File: src/rtl/bcd_pkg.sv
// bcd_pkg: shared digit type, BCD limits and auto-repeat state encoding
// for the BCD step counter.
`default_nettype none

package bcd_pkg;

  typedef logic [3:0] bcd_digit_t;

  localparam bcd_digit_t BCD_MAX = 4'd9;
  localparam bcd_digit_t BCD_MIN = 4'd0;

  typedef enum logic [1:0] {
    IDLE   = 2'd0,
    HOLD   = 2'd1,
    REPEAT = 2'd2
  } rpt_state_t;

endpackage

`default_nettype wire

File: src/rtl/bcd_step_counter_if.sv
// bcd_step_counter_if: button levels in, packed BCD count and event pulses out.
`default_nettype none

interface bcd_step_counter_if #(
  parameter int NDIG = 4
);

  logic              inc_deb;
  logic              dec_deb;
  logic              clr_deb;
  logic [4*NDIG-1:0] bcd;
  logic              step;
  logic              wrap;

  modport master (
    output inc_deb, dec_deb, clr_deb,
    input  bcd, step, wrap
  );

  modport slave (
    input  inc_deb, dec_deb, clr_deb,
    output bcd, step, wrap
  );

endinterface

`default_nettype wire

File: src/rtl/bcd_digit_updown.sv
// bcd_digit_updown: one combinational BCD digit stage with carry/borrow
// propagation; digits never leave the 0..9 range.
`default_nettype none

module bcd_digit_updown
  import bcd_pkg::*;
(
  input  wire bcd_digit_t i_digit,
  input  wire             i_up,
  input  wire             i_dn,
  input  wire             i_cin,
  output bcd_digit_t      o_digit,
  output logic            o_cout
);

  always_comb begin
    o_digit = i_digit;
    o_cout  = 1'b0;
    if (i_cin) begin
      if (i_up) begin
        if (i_digit == BCD_MAX) begin
          o_digit = BCD_MIN;
          o_cout  = 1'b1;
        end else begin
          o_digit = i_digit + 4'd1;
        end
      end else if (i_dn) begin
        if (i_digit == BCD_MIN) begin
          o_digit = BCD_MAX;
          o_cout  = 1'b1;
        end else begin
          o_digit = i_digit - 4'd1;
        end
      end
    end
  end

endmodule

`default_nettype wire

File: src/rtl/bcd_step_counter.sv
// bcd_step_counter: NDIG-digit packed-BCD up/down counter driven by debounced
// buttons; hold-to-repeat stepping is built in when BCD_AUTOREPEAT_EN is defined.
`default_nettype none

module bcd_step_counter
  import bcd_pkg::*;
#(
  parameter int NDIG          = 4,
  parameter int HOLD_CYCLES   = 50_000_000,
  parameter int REPEAT_CYCLES = 10_000_000
) (
  input  wire               clk,
  input  wire               rst_ext,
  bcd_step_counter_if.slave bus
);

  logic              r_inc_prev;
  logic              r_dec_prev;
  logic [4*NDIG-1:0] r_bcd;
  logic              r_step;
  logic              r_wrap;

  logic              w_inc_evt;
  logic              w_dec_evt;
  logic              w_up;
  logic              w_dn;
  logic [4*NDIG-1:0] w_nxt;
  logic [NDIG:0]     w_c;

  assign w_inc_evt = bus.inc_deb & ~r_inc_prev;
  assign w_dec_evt = bus.dec_deb & ~r_dec_prev;

`ifdef BCD_AUTOREPEAT_EN
  localparam int MAX_C = (HOLD_CYCLES > REPEAT_CYCLES) ? HOLD_CYCLES : REPEAT_CYCLES;
  localparam int TW    = (MAX_C > 1) ? $clog2(MAX_C) : 1;

  rpt_state_t    r_state;
  rpt_state_t    w_state_nx;
  logic [TW-1:0] r_timer;
  logic [TW-1:0] w_timer_nx;
  logic          r_dir_up;
  logic          w_dir_nx;
  logic          w_rpt_fire;
  logic          w_abort;

  // Leave any active state as soon as the held button drops, a second
  // button joins it, or clear is asserted.
  assign w_abort = bus.clr_deb | (bus.inc_deb & bus.dec_deb) |
                   ~(r_dir_up ? bus.inc_deb : bus.dec_deb);

  always_comb begin
    w_state_nx = r_state;
    w_timer_nx = r_timer;
    w_dir_nx   = r_dir_up;
    w_rpt_fire = 1'b0;
    case (r_state)
      IDLE: begin
        if (~bus.clr_deb & (bus.inc_deb ^ bus.dec_deb) & (w_inc_evt | w_dec_evt)) begin
          w_state_nx = HOLD;
          w_timer_nx = '0;
          w_dir_nx   = bus.inc_deb;
        end
      end
      HOLD: begin
        if (w_abort) begin
          w_state_nx = IDLE;
          w_timer_nx = '0;
        end else if (r_timer == TW'(HOLD_CYCLES - 1)) begin
          w_state_nx = REPEAT;
          w_timer_nx = '0;
          w_rpt_fire = 1'b1;
        end else begin
          w_timer_nx = r_timer + TW'(1);
        end
      end
      REPEAT: begin
        if (w_abort) begin
          w_state_nx = IDLE;
          w_timer_nx = '0;
        end else if (r_timer == TW'(REPEAT_CYCLES - 1)) begin
          w_timer_nx = '0;
          w_rpt_fire = 1'b1;
        end else begin
          w_timer_nx = r_timer + TW'(1);
        end
      end
      default: begin
        w_state_nx = IDLE;
        w_timer_nx = '0;
      end
    endcase
  end

  always_ff @(posedge clk) begin
    if (rst_ext) begin
      r_state  <= IDLE;
      r_timer  <= '0;
      r_dir_up <= 1'b1;
    end else begin
      r_state  <= w_state_nx;
      r_timer  <= w_timer_nx;
      r_dir_up <= w_dir_nx;
    end
  end

  assign w_up = ~bus.clr_deb & (((w_inc_evt & ~w_dec_evt)) | (w_rpt_fire &  r_dir_up));
  assign w_dn = ~bus.clr_deb & (((w_dec_evt & ~w_inc_evt)) | (w_rpt_fire & ~r_dir_up));
`else
  logic w_unused_cfg;
  assign w_unused_cfg = ^{HOLD_CYCLES, REPEAT_CYCLES};

  assign w_up = ~bus.clr_deb & w_inc_evt & ~w_dec_evt;
  assign w_dn = ~bus.clr_deb & w_dec_evt & ~w_inc_evt;
`endif

  // Carry into the units digit doubles as the "step this cycle" enable.
  assign w_c[0] = w_up | w_dn;

  for (genvar gi = 0; gi < NDIG; gi++) begin : g_digit
    bcd_digit_updown u_digit (
      .i_digit (r_bcd[4*gi +: 4]),
      .i_up    (w_up),
      .i_dn    (w_dn),
      .i_cin   (w_c[gi]),
      .o_digit (w_nxt[4*gi +: 4]),
      .o_cout  (w_c[gi+1])
    );
  end

  always_ff @(posedge clk) begin
    if (rst_ext) begin
      r_inc_prev <= 1'b1;
      r_dec_prev <= 1'b1;
      r_bcd      <= '0;
      r_step     <= 1'b0;
      r_wrap     <= 1'b0;
    end else begin
      r_inc_prev <= bus.inc_deb;
      r_dec_prev <= bus.dec_deb;
      if (bus.clr_deb) begin
        r_bcd  <= '0;
        r_step <= 1'b0;
        r_wrap <= 1'b0;
      end else if (w_c[0]) begin
        r_bcd  <= w_nxt;
        r_step <= 1'b1;
        r_wrap <= w_c[NDIG];
      end else begin
        r_step <= 1'b0;
        r_wrap <= 1'b0;
      end
    end
  end

  assign bus.bcd  = r_bcd;
  assign bus.step = r_step;
  assign bus.wrap = r_wrap;

endmodule

`default_nettype wire

File: src/flat_wrapper.sv
// flat-port wrapper written by rule: the top's interface ports become plain ports
module bcd_step_counter_flat import bcd_pkg::*;
#(
  parameter int NDIG          = 4,
  parameter int HOLD_CYCLES   = 50_000_000,
  parameter int REPEAT_CYCLES = 10_000_000
)
  (clk, rst_ext, bus_inc_deb, bus_dec_deb, bus_clr_deb, bus_bcd, bus_step, bus_wrap);
  bcd_step_counter_if #(.NDIG(NDIG)) bus_i ();
  input  wire clk;
  input  wire rst_ext;
  input wire logic [$bits(bus_i.inc_deb)-1:0] bus_inc_deb;
  input wire logic [$bits(bus_i.dec_deb)-1:0] bus_dec_deb;
  input wire logic [$bits(bus_i.clr_deb)-1:0] bus_clr_deb;
  output wire logic [$bits(bus_i.bcd)-1:0] bus_bcd;
  output wire logic [$bits(bus_i.step)-1:0] bus_step;
  output wire logic [$bits(bus_i.wrap)-1:0] bus_wrap;
  assign bus_i.inc_deb = bus_inc_deb;
  assign bus_i.dec_deb = bus_dec_deb;
  assign bus_i.clr_deb = bus_clr_deb;
  assign bus_bcd = bus_i.bcd;
  assign bus_step = bus_i.step;
  assign bus_wrap = bus_i.wrap;
  bcd_step_counter #(.NDIG(NDIG), .HOLD_CYCLES(HOLD_CYCLES), .REPEAT_CYCLES(REPEAT_CYCLES)) u_core (.clk(clk), .rst_ext(rst_ext), .bus(bus_i));
endmodule
File: config.mk
export PLATFORM = sky130hd
export DESIGN_NAME = bcd_step_counter_flat
export DESIGN_NICKNAME = d
export VERILOG_FILES = /design/src/rtl/bcd_pkg.sv /design/src/rtl/bcd_step_counter_if.sv /design/src/rtl/bcd_digit_updown.sv /design/src/rtl/bcd_step_counter.sv /design/src/flat_wrapper.sv
export SDC_FILE = /design/constraint.sdc
export NUM_CORES = 1
export LEC_CHECK = 0
export ABC_CLOCK_PERIOD_IN_PS = 2500
export CORE_UTILIZATION = 53
export DETAILED_ROUTE_END_ITERATION = 10
export PLACE_DENSITY = 0.8
export SYNTH_ARGS = -nofsm -noshare
export SYNTH_HDL_FRONTEND = slang
export SYNTH_SLANG_ARGS = --single-unit
File: constraint.sdc
create_clock -name clk -period 2.5 [get_ports clk]
set_clock_uncertainty 0.1 [all_clocks]
set_input_delay 0.5 -clock clk [delete_from_list [all_inputs] [get_ports clk]]
set_output_delay 0.5 -clock clk [all_outputs]
set_load 0.03 [all_outputs]
==> results of run 1 <==
[layer usage]
| layer | GRT usage, % | vias up | part of all wire, % | wire length (µm) |
|---|---|---|---|---|
| met2 | 49.4 | 47 | 50 | 1940 |
| li1 | - | 793 | - | - |
| met3 | 4.17 | 5 | 3.9 | 150 |
| met5 | 0 | - | 0 | 0 |
| met1 | 36.9 | 772 | 44 | 1710 |
| met4 | 9.40 | 0 | 1.1 | 42 |
[power by group through the flow]
stage	registers, mW	logic [mW]	clock network (mW)
after CTS	0.329	0.0856	0.166
after floorplan	0.337	0.0463	0
after detailed placement	0.336	0.0850	0
after global placement	0.335	0.0833	0
after global routing	0.330	0.0932	0.174
final	0.329	0.0866	0.165
[layout make-up]
type	instances	area [µm²]	area share, %
multi-input combinational	156	980	53.0
tap	30	37.5	2.03
inverter	2	7.51	0.406
timing repair buffer	46	400	21.7
sequential	20	400	21.7
clock buffer	3	22.5	1.22
[per-stage QoR]
| step | TNS (ps) | util (%) | setup WS [ps] | cell area, µm² | hold WS [ps] |
|---|---|---|---|---|---|
| after floorplan | 0 | - | 251 | 1460 | 479 |
| after global placement | -933 | 71.7 | -145 | 1830 | 407 |
| after detailed placement | -1440 | 71.7 | -189 | 1830 | 438 |
| after CTS | 0 | 72.6 | 125 | 1850 | 456 |
| after global routing | 0 | 72.6 | 8.30 | 1850 | 508 |
| final | 0 | 72.6 | 134 | 1850 | 468 |
[cells by family after synthesis]
family	Yosys count	synth area share, %
AO/OA/AOI/OAI	54	24.9
XOR/XNOR	8	4.79
buffers and inverters	18	5.73
flip-flops	20	27.4
multiplexers	1	0.684
AND/OR/NAND/NOR	93	36.6
[cells in the mapped netlist, types with 3 or more instances]
| cell type | number |
|---|---|
| nor4b_1 | 3 |
| a31oi_1 | 4 |
| nor2_1 | 18 |
| xor2_1 | 3 |
| nor3b_1 | 4 |
| nand2_1 | 14 |
| nor4_1 | 6 |
| nand4_1 | 4 |
| o21ai_0 | 10 |
| dfxtp_1 | 20 |
| or2_2 | 8 |
| a21oi_1 | 12 |
| nand3_1 | 6 |
| o211ai_1 | 4 |
| nor3_1 | 6 |
| or3_1 | 4 |
| a211oi_1 | 3 |
| clkbuf_1 | 12 |
| nand2b_1 | 4 |
| xnor2_1 | 5 |
[worst max path at each step]
stage,end,cells after the start,startpoint
6_report,u_core.bus.bcd[12],7,bus_dec_deb
5_1_grt,u_core.bus.bcd[6],8,bus_clr_deb
4_1_cts,u_core.bus.bcd[12],7,bus_dec_deb
3_5_place_dp,u_core.bus.bcd[14],6,bus_dec_deb
3_3_place_gp,u_core.bus.bcd[12],6,bus_dec_deb
2_1_floorplan,u_core.bus.bcd[12],6,bus_clr_deb
[critical path, cell delays in order]
cell and delay [ps]:
clkdlybuf4s50_1 460, or3b_4 390, nor4_1 250, buf_4 180
o22ai_1 200, or3_1 400, a21oi_1 140
[registers in the layout, summed over array words and instances (netlist names)]
name / count
u_core.r_dec_prev: 1
u_core.bus.wrap: 1
u_core.bus.bcd: 16
u_core.r_inc_prev: 1
u_core.bus.step: 1
[placed cells by master, fill, tap and decap left out, types with 2 or more instances in the layout]
| master | instances |
|---|---|
| nor4_1 | 6 |
| a31oi_1 | 4 |
| o31ai_1 | 2 |
| nand2b_1 | 4 |
| a211oi_1 | 3 |
| o21ai_0 | 10 |
| or2_2 | 8 |
| nand3_1 | 6 |
| nor3b_1 | 4 |
| clkdlybuf4s50_1 | 22 |
| inv_1 | 2 |
| clkbuf_4 | 3 |
| xor2_1 | 3 |
| a22oi_1 | 2 |
| o211ai_1 | 4 |
| nor2b_1 | 2 |
| nor3_1 | 6 |
| nor4b_1 | 3 |
| a21oi_1 | 12 |
| a21o_1 | 2 |
| xnor2_1 | 5 |
| o41ai_1 | 2 |
| a2111o_1 | 2 |
| and3_1 | 2 |
| dfxtp_1 | 20 |
| nand3b_1 | 2 |
| buf_4 | 24 |
| nand4_1 | 4 |
| and4_1 | 2 |
| a311oi_1 | 2 |
| and3b_1 | 2 |
| nand2_1 | 14 |
| nor2_1 | 18 |
| o311ai_0 | 2 |
| or3_1 | 4 |
==> results by group, run 1 <==
Clocking
  – Hold Buf Count CTS: 0
  – Clock transition at path regs: 120 ps
  – CTS tree: built
  – Clk buf depth: 2
  – H-Tree Level Count: 1
  – Clk sink count: 20
  – Cts bufs inserted: 3
  – CTS resizes: 0
  – Latest clock arrival within the worst-skew pair: 310 ps
  – Setup bufs post-CTS: 0
  – CTS root buf: clkbuf_4

Cells and area
  – Layout fillers: 222
  – Share of cells above drive strength 1: 18.1%
  – Fin cells: 257
  – Nets@finish: 234
  – # diodes: 0
  – Synthesis-to-layout area growth: 26.2%

STA
  – Worst slew pin tran: 597 ps
  – Normalized max-slew margin: 60.2%
  – F_max: 423 MHz
  – Final setup vio count: 0
  – Fin crit period: 2370 ps
  – Max Slew Vio Count: 0
  – RSZ-0062 raised after global routing: no
  – Fin. Hold Viols: 0
  – Period utilization: 94.6%

Logic synthesis
  – Largest cells by area after synthesis: dfxtp_1, nor2_1, a21oi_1, nand2_1, o21ai_0
  – Synth cell types: 50
  – Seq/Total Area, Yosys: 27.4%
  – Share of the synthesized area in the top cell type: 27.4%
  – Asr flop ratio synth: 0%
  – Mapped Avg Cell Area: 7.55 µm²
  – Ys Warns: 0
  – Synthesized Nets: 199
  – EDFF count, synth: 0
  – Main synth FF type: dfxtp_1
  – Mapped Area: 0.00146 mm²
  – Flops & latches, synth: 20
  – Cells after synthesis: 194
  – Top cell type by total area after synthesis: dfxtp_1

Critical path
  – Worst Path Arrival: 2520 ps
  – Setup crit end kind: flop
  – Kind of critical path: primary input to flop
  – Reg-to-reg endpoint: u_core.bus.bcd[12]
  – FF-to-FF setup slack: 420 ps
  – Worst-path maximum fanout: 8
  – Reg-to-reg startpoint: u_core.bus.bcd[0]
  – Reg2Reg Depth: 5
  – Worst path required time: 2660 ps
  – Worst Setup Start Kind: primary input

Run status
  – Status: finished, final reports clean

Power and ir drop
  – Pint: 0.421 mW
  – Clock power share: 28.4%
  – Pwr Total: 0.580 mW
  – Peak VDD IR: 330 µV
  – Pleak: 0.631 nW
  – Sw Share: 27.4%
  – Seq pwr share: 56.7%
  – Net Sw Power: 0.159 mW
  – Comb pwr share: 14.9%
  – Pwr dens: 314 mW/mm²

Min path
  – HP Start: u_core.bus.bcd[13]
  – Hold WC Path Type: flop to flop
  – Worst Hold Depth: 2
  – WHS Endpoint: u_core.bus.bcd[13]

Placement
  – PortBufs: 22
  – Dpl cells: 254
  – Placer Congestion: 0.823
  – Final HPWL DP: 2.77 mm

Floorplanning
  – Io pins: 23
  – Num rows: 18
  – Die width: 54.6 µm
  – Core area: 0.00254 mm²
  – Initial core utilization: 57.5%
  – Die Area: 0.00298 mm²
  – Chip Height: 54.6 µm

Route
  – Drt pass-1 iters: 4
  – Overall via count from detail_route: 1,617
  – WL final: 3.84 mm
  – Initial DRC Count: 51
  – Wirelength per Cell: 15.0 µm
  – DRC: 0
  – Final antenna-violating net count: 0
  – Vias per cell: 6.29

GRT
  – Tot GR Track Use: 28.9%
  – Initial antenna violation count: 0
  – Vias in the first global route: 1,438
  – Largest net degree at the start of global routing: 18
  – Grt ovf: 0
  – First-pass GRT wire length: 6.22 mm

Job
  – MaxCap Viol Count: 0
No activity file was read; power rests on OpenSTA's default activity.
==> inputs of run 2 (changes only) <==
--- a/config.mk
+++ b/config.mk
@@ -7,6 +7,7 @@
 export LEC_CHECK = 0
 export ABC_CLOCK_PERIOD_IN_PS = 2500
 export CORE_UTILIZATION = 53
+export CTS_CLUSTER_SIZE = 24
 export DETAILED_ROUTE_END_ITERATION = 10
 export PLACE_DENSITY = 0.8
 export SYNTH_ARGS = -nofsm -noshare
==> results of run 2 <==
The final DEF is identical to that of run 1; final timing and power are the same.
==> inputs of run 3 (changes only) <==
--- a/config.mk
+++ b/config.mk
@@ -6,6 +6,7 @@
 export NUM_CORES = 1
 export LEC_CHECK = 0
 export ABC_CLOCK_PERIOD_IN_PS = 2500
+export CORE_MARGIN = 2
 export CORE_UTILIZATION = 53
 export CTS_CLUSTER_SIZE = 24
 export DETAILED_ROUTE_END_ITERATION = 10
==> run 3 against run 2 <==
Clock-buffer cell count is the same. Utilization shrank 4.6 points. Critical endpoint unchanged. Power fell by 0.90%. Maximum frequency decreased by 0.92%. Register-to-register slack improved by 20 ps.
==> results by group, run 3 (synthesis results as in run 1) <==
Placement
  – Dpl ws: -193 ps (-3.84 ps)
  – Final HPWL DP: 2.87 mm (+3.6%)
  – PortBufs: 22 (unchanged)
  – Dpl cells: 252 (-0.79%)
  – Placer Congestion: 0.870 (+5.7%)
  – Placed cell area: 0.00180 mm² (-1.2%)

Cells and area
  – Layout fillers: 238 (+7.2%)
  – Most frequent cells in the layout: clkdlybuf4s50_1, buf_4, dfxtp_1
  – Max reg flops: 16 (unchanged)
  – Share of cells above drive strength 1: 17.4% (-0.65 points)
  – Synthesis-to-layout area growth: 24.9%
  – Nets@finish: 231 (-1.3%)
  – Fin cells: 255 (-0.78%)
  – Final instance area: 0.00183 mm² (-1.1%)
  – Storage cell area: 400 µm² (unchanged)
  – Fin util: 68.0% (-4.6 points)
  – # diodes: 0 (unchanged)
  – Most common cell after layout, fill and taps aside: clkdlybuf4s50_1
  – Area taken by multi-input logic gates: 981 µm² (+0.13%)

Clocking
  – CTS tree: built
  – Clk buf depth: 2 (unchanged)
  – Latest clock arrival within the worst-skew pair: 310 ps (about the same)
  – Clock transition at path regs: 110 ps (about the same)
  – Clk sink count: 20 (unchanged)
  – CTS resizes: 0 (unchanged)
  – Setup bufs post-CTS: 0 (unchanged)
  – CTS root buf: clkbuf_4
  – Hold Buf Count CTS: 0 (unchanged)
  – H-Tree Level Count: 1 (unchanged)
  – Cts bufs inserted: 3 (unchanged)

STA
  – Period utilization: 95.5% (+0.88 points)
  – Fin. Hold Viols: 0 (unchanged)
  – Worst slew pin tran: 560 ps (-37.3 ps)
  – Final setup vio count: 0 (unchanged)
  – F_max: 419 MHz (-0.92%)
  – Max Slew Vio Count: 0 (unchanged)
  – PnR worst setup slack: 112 ps (-22.0 ps)
  – RSZ-0062 raised after global routing: no
  – Fin crit period: 2390 ps (+22.0 ps)
  – Normalized max-slew margin: 62.7% (+2.5 points)

Job
  – MaxCap Viol Count: 0 (unchanged)

Route
  – Wirelength per Cell: 15.4 µm (+2.9%)
  – DRC: 0 (unchanged)
  – Initial DRC Count: 83 (+63%)
  – Final antenna-violating net count: 0 (unchanged)
  – Overall via count from detail_route: 1,610 (-0.43%)
  – Vias per cell: 6.31 (+0.35%)
  – WL final: 3.92 mm (+2.1%)
  – Drt pass-1 iters: 4 (unchanged)

Floorplanning
  – Initial core utilization: 54.5% (-3.0 points)
  – Num rows: 19 (+1)
  – Chip Height: 56.6 µm (+3.7%)
  – Core area: 0.00269 mm² (+5.6%)
  – Die Area: 0.00320 mm² (+7.5%)
  – Die width: 56.6 µm (+3.7%)
  – Io pins: 23 (unchanged)

Min path
  – Hold WC Path Type: flop to flop
  – HP Start: u_core.bus.bcd[13]

GRT
  – Met1 GRT Util: 31.8% (-5.0 points)
  – Tot GR Track Use: 25.3% (-3.5 points)
  – GR Util met2: 41.9% (-7.5 points)
  – Met3 Use GR: 4.15% (-0.019 points)
  – Largest net degree at the start of global routing: 18 (unchanged)
  – Initial antenna violation count: 0 (unchanged)
  – First-pass GRT wire length: 6.49 mm (+4.4%)
  – Busiest grt layer: met2
  – Grt ovf: 0 (unchanged)
  – Vias in the first global route: 1,451 (+0.90%)

Power and ir drop
  – Pwr dens: 314 mW/mm² (+0.19%)
  – Peak VDD IR: 271 µV (-18%)
  – Pleak: 0.619 nW (-2.0%)
  – Pwr Total: 0.575 mW (-0.90%)

Critical path
  – Worst Path Arrival: 2530 ps (about the same)
  – Setup crit end kind: flop
  – Kind of critical path: primary input to flop
  – Worst-path maximum fanout: 7 (-1)
  – Setup crit start: bus_dec_deb
  – Worst path required time: 2650 ps (about the same)
  – Worst Setup Start Kind: primary input
  – Reg-to-reg startpoint: u_core.bus.bcd[0]

Run status
  – Status: finished, final reports clean
## run 3: cell count changes in the layout (fill, tap and decap cells not counted)
cell,delta
buf_4,-3
and2_2,+1
and2_1,-1
## run 3: worst paths after layout
check / cells past startpoint / slack [ps] / end
worst min register to register: 2 / 450 / u_core.bus.bcd[13]
worst min-delay path: 2 / 450 / u_core.bus.bcd[13]
worst max-delay path: 6 / 110 / u_core.bus.bcd[12]
worst max register to register: 5 / 440 / u_core.bus.bcd[12]
## run 3: power breakdown
| part | leakage (nW) | internal [mW] | switching (mW) |
|---|---|---|---|
| clock | 0.0138 | 0.0564 | 0.105 |
| sequential | 0.162 | 0.323 | 0.00621 |
| combinational | 0.443 | 0.0399 | 0.0444 |
| total | 0.619 | 0.419 | 0.156 |
## run 3: cell type report
cell class	instances	area share (%)
clock buffer	3	1.23
sequential	20	21.9
tap	31	2.12
inverter	2	0.411
multi-input combinational	156	53.7
timing repair buffer	43	20.7
## run 3: critical path, stage by stage
cell,delay [ps]
clkdlybuf4s50_1,480
or3b_4,400
or4_4,430
a21o_1,260
or3_1,320
a21oi_1,140
## run 3: stage by stage
stage	TNS, ps	hold WS (ps)
6_report	0	448
5_1_grt	0	490
4_1_cts	0	446
3_5_place_dp	-1510	435
3_3_place_gp	-1310	412
2_1_floorplan	0	479
## run 3: routing by layer
metal	wire length, µm	share of wire [%]	vias up
li1	-	-	790
met1	1790	46	753
met2	1830	47	54
met3	197	5.0	13
met4	110	2.8	0
met5	0	0	-
